`src/rtl/pixel_demux.sv`:
```
// Round-robin serial-to-parallel demux: out_valid rises the cycle after a group's final word is accepted.
// Only a group's final word can stall, and only while the previous group is unconsumed; DEMUX_STALL_CNT_EN adds stall_count.
module pixel_demux #(
    parameter int mux_width = 2,
    parameter int bus_width = 8
) (
    input  logic                                 clk,
    input  logic                                 reset,
    input  logic                                 clear,
    input  logic                                 in_valid,
    input  logic [bus_width-1:0]                 in,
    output logic                                 in_ready,
    output logic [mux_width-1:0][bus_width-1:0]  out,
    output logic                                 out_valid,
    input  logic                                 out_ready,
    output logic [$clog2(mux_width)-1:0]         lane
`ifdef DEMUX_STALL_CNT_EN
    ,
    output logic [15:0]                          stall_count
`endif
);
    localparam int LW = $clog2(mux_width);
    localparam logic [LW-1:0] LAST = LW'(mux_width - 1);

    logic [mux_width-2:0][bus_width-1:0] shadow;
    logic                                last_lane;
    logic                                accept;
    logic                                complete;

    assign last_lane = (lane == LAST);
    assign in_ready  = !reset && !clear && !(last_lane && out_valid && !out_ready);
    assign accept    = in_valid && in_ready;
    assign complete  = accept && last_lane;

    always_ff @(posedge clk) begin
        if (reset) begin
            lane      <= '0;
            out_valid <= 1'b0;
            out       <= '0;
            shadow    <= '0;
        end else begin
            if (clear) begin
                lane <= '0;
            end else if (complete) begin
                out       <= {in, shadow};
                out_valid <= 1'b1;
                lane      <= '0;
            end else if (accept) begin
                for (int k = 0; k < mux_width - 1; k++) begin
                    if (lane == LW'(k)) begin
                        shadow[k] <= in;
                    end
                end
                lane <= lane + 1'b1;
            end
            // A drain in the same cycle as a completion keeps out_valid high.
            if (out_valid && out_ready && !complete) begin
                out_valid <= 1'b0;
            end
        end
    end

`ifdef DEMUX_STALL_CNT_EN
    always_ff @(posedge clk) begin
        if (reset) begin
            stall_count <= '0;
        end else if (in_valid && !in_ready && stall_count != 16'hFFFF) begin
            stall_count <= stall_count + 16'd1;
        end
    end
`endif

endmodule

```
`config.mk`:
```
export PLATFORM = sky130hd
export DESIGN_NAME = pixel_demux
export DESIGN_NICKNAME = d
export VERILOG_FILES = /design/src/rtl/pixel_demux.sv
export SDC_FILE = /design/constraint.sdc
export NUM_CORES = 1
export LEC_CHECK = 0
export ABC_AREA = 1
export CAP_MARGIN = 0
export CORE_ASPECT_RATIO = 1.4
export CORE_UTILIZATION = 27
export DETAILED_ROUTE_END_ITERATION = 6
export PLACE_DENSITY_LB_ADDON = 0.3
export SKIP_LAST_GASP = 1
export SYNTH_ARGS = -nofsm -noshare
export SYNTH_HDL_FRONTEND = slang
export SYNTH_SLANG_ARGS = --single-unit
```
`constraint.sdc`:
```
create_clock -name clk -period 2.95 [get_ports clk]
set_clock_uncertainty 0.15 [all_clocks]
set_input_delay 0.59 -clock clk [delete_from_list [all_inputs] [get_ports clk]]
set_output_delay 0.59 -clock clk [all_outputs]
set_load 0.02 [all_outputs]
```
==> impl_results.md <==
- Status: complete, but fails checks
- Failing checks: design-rule violations
- Setup bufs post-CTS: 0
- Global-route wire length before repair: 3810 um
- Most frequent cells in the layout: nor2_1, nand2_1, clkdlybuf4s50_1, inv_1, dfxtp_1
- CTS Buffer Depth: 2
- Placer Congestion: 0.656
- Die area: 4610 um2
- Post-Syn Area: 1170 um2
- CP cell instances: clkdlybuf4s50_1 -> inv_1 -> nand3_4 -> and2_1 -> clkdlybuf4s50_1
- Critical Path Source: out_ready
- Pin count of the biggest net entering global routing: 35
- Yosys reg bits: 26
- Cell mode on critical path: clkdlybuf4s50_1
- Average wire per standard cell: 8.74 um
- Syn nets: 183
- Die Height: 80.0 um
- GRT Overall Usage: 10.5%
- ANT cells: 0
- Critical Path AT: 1960 ps
- CP max FO: 3
- DR pass1 iterations: 7
- RR Startpoint: lane
- Final hold vios: 0
- Reg2reg path depth: 3
- Max Fclk: 370 MHz
- Routed vias: 976
- Fin. max-slew vios: 0
- CP top delay family: buffers and inverters
- Cts bufs inserted: 3
- Vias per cell: 3.97
- DRT Wirelength: 2150 um
- Clock Latency Late Sink: 270 ps
- Avg Cell Area, Syn: 6.90 um2
- Crit path launch type: primary input
- Worst path slowest cell: clkdlybuf4s50_1
- Ports: 32
- Core Rows: 28
- Crit path depth: 5
- Pleak: 0.000769 uW
- Area grow syn2layout: 33.7%
- Min-Delay Path Class: register to register
- PnR worst setup slack: 250 ps
- Reg-to-reg critical path endpoint: out[9]
- R2R setup slack: 1420 ps
- Clk slew on worst S/H paths: 80 ps
- Register area share after synthesis: 44.4%
- CP required: 2210 ps
- Tmin final: 2700 ps
- Ratio of cells with drive above 1 in the final layout: 7.46%
- Starting Density: 27.9%
- Setup TNS: 0 ps
- Root buf cell: clkbuf_8
- Routed Antenna Nets: 0
- Post-CTS resize count: 0
- Vias in the first global route: 890
- Mapped Cells: 170
- DRC viols: 4
- Die X: 57.7 um
- Max incr delay on CP: 610 ps
- Max Cap Viol: 0
- Netlist cell types: 15
- Cts hold-fix bufs: 0
- Core Region: 4200 um2
- Peak supply drop: 219 uV
- DRT iter0 DRCs: 42
- Unrepaired setup endpoints after global routing: false
- CTS Sinks: 26
- Worst slew pin tran: 518 ps
- Initial antenna violation count: 0
- Post-detail-place hpwl: 1380 um
- Worst setup endpoint: in_ready
- Max transition margin: 65.4%
- Period utilisation layout: 91.5%
- CTS tree: built
- Layout Nets: 215
- Buffers added on ports: 31
- H-tree levels: 1
- Critical path type: primary input to primary output
- Most common cell after layout, fill and taps aside: nor2_1
- Pre-CTS setup slack: 247 ps
- Buffers and inverters on the worst path: 3
- Post-route total power: 716 uW
- Final setup violation count: 0
- Power per cell area: 457 nW/um2
- Yosys warns: 0
- Crit path capture type: primary output
- Total grt overflow: 0
## worst min path at each step
stage,startpoint,slack (ps),endpoint,depth (start not counted)
3_3_place_gp,shadow[2],310,out[2],2
3_5_place_dp,shadow[0],320,out[0],2
2_1_floorplan,shadow[0],300,out[0],2
6_report,shadow[0],340,out[0],2
5_1_grt,shadow[6],360,out[6],2
4_1_cts,shadow[0],340,out[0],2
## flip-flops by register name, indices dropped and copies added, names as in the netlist
register	count
shadow	8
out_valid	1
lane	1
out	16
## cells in the mapped netlist
cell	instances	area (um2)
nor2_1	49	184
nand2_1	48	180
inv_1	29	109
dfxtp_1	26	521
buf_6	4	45.0
nand2_2	4	25.0
nand4_4	2	42.5
a21oi_2	1	8.76
a31oi_1	1	6.26
and2_1	1	6.26
buf_2	1	5.00
buf_4	1	7.51
clkinv_1	1	3.75
nand3_4	1	17.5
nor2_4	1	11.3
## cells by family after synthesis
group / count (synthesis) / share of synthesized area (%)
flip-flops: 26 / 44.4
buffers and inverters: 36 / 14.5
AO/OA/AOI/OAI: 2 / 1.28
AND/OR/NAND/NOR: 106 / 39.8
## where the power goes
group          switching [uW]  internal (uW)
clock                     113            182
combinational            30.5           28.7
sequential               3.85            358
## layout make-up
type                    instances  area (um2)
clock buffers                   3        41.3
clock inverters                 1        30.0
fillers                       476        2640
inverters                      30         113
multi-input cells             108         482
flip-flops and latches         26         520
well taps                      45        56.3
repair buffers                 33         325
## through the flow
step | utilization [%] | hold slack, ps | std cells | instance area, um2
after floorplan | - | 304 | 170 | 1170
after detailed placement | 35.6 | 319 | 242 | 1500
after CTS | 37.3 | 343 | 246 | 1570
final | 37.3 | 339 | 246 | 1570
after global routing | 37.3 | 362 | 246 | 1570
after global placement | 35.6 | 315 | 242 | 1500
## layer usage
layer  part of all wire, %  global-route usage, %  vias to the layer above
li1                      -                      -                      549
met1                    51                   12.8                      405
met2                    44                   17.7                       19
met3                   3.9                   2.11                        3
met4                  0.79                   4.29                        0
met5                     0                      0                        -
## worst register-to-register path, stage by stage, from the launching register on
cell     delay, ps
dfxtp_1        490
nand4_4        480
nor2_1         260
nor2_1          70
Note: power is estimated with default switching activity, not from simulation.
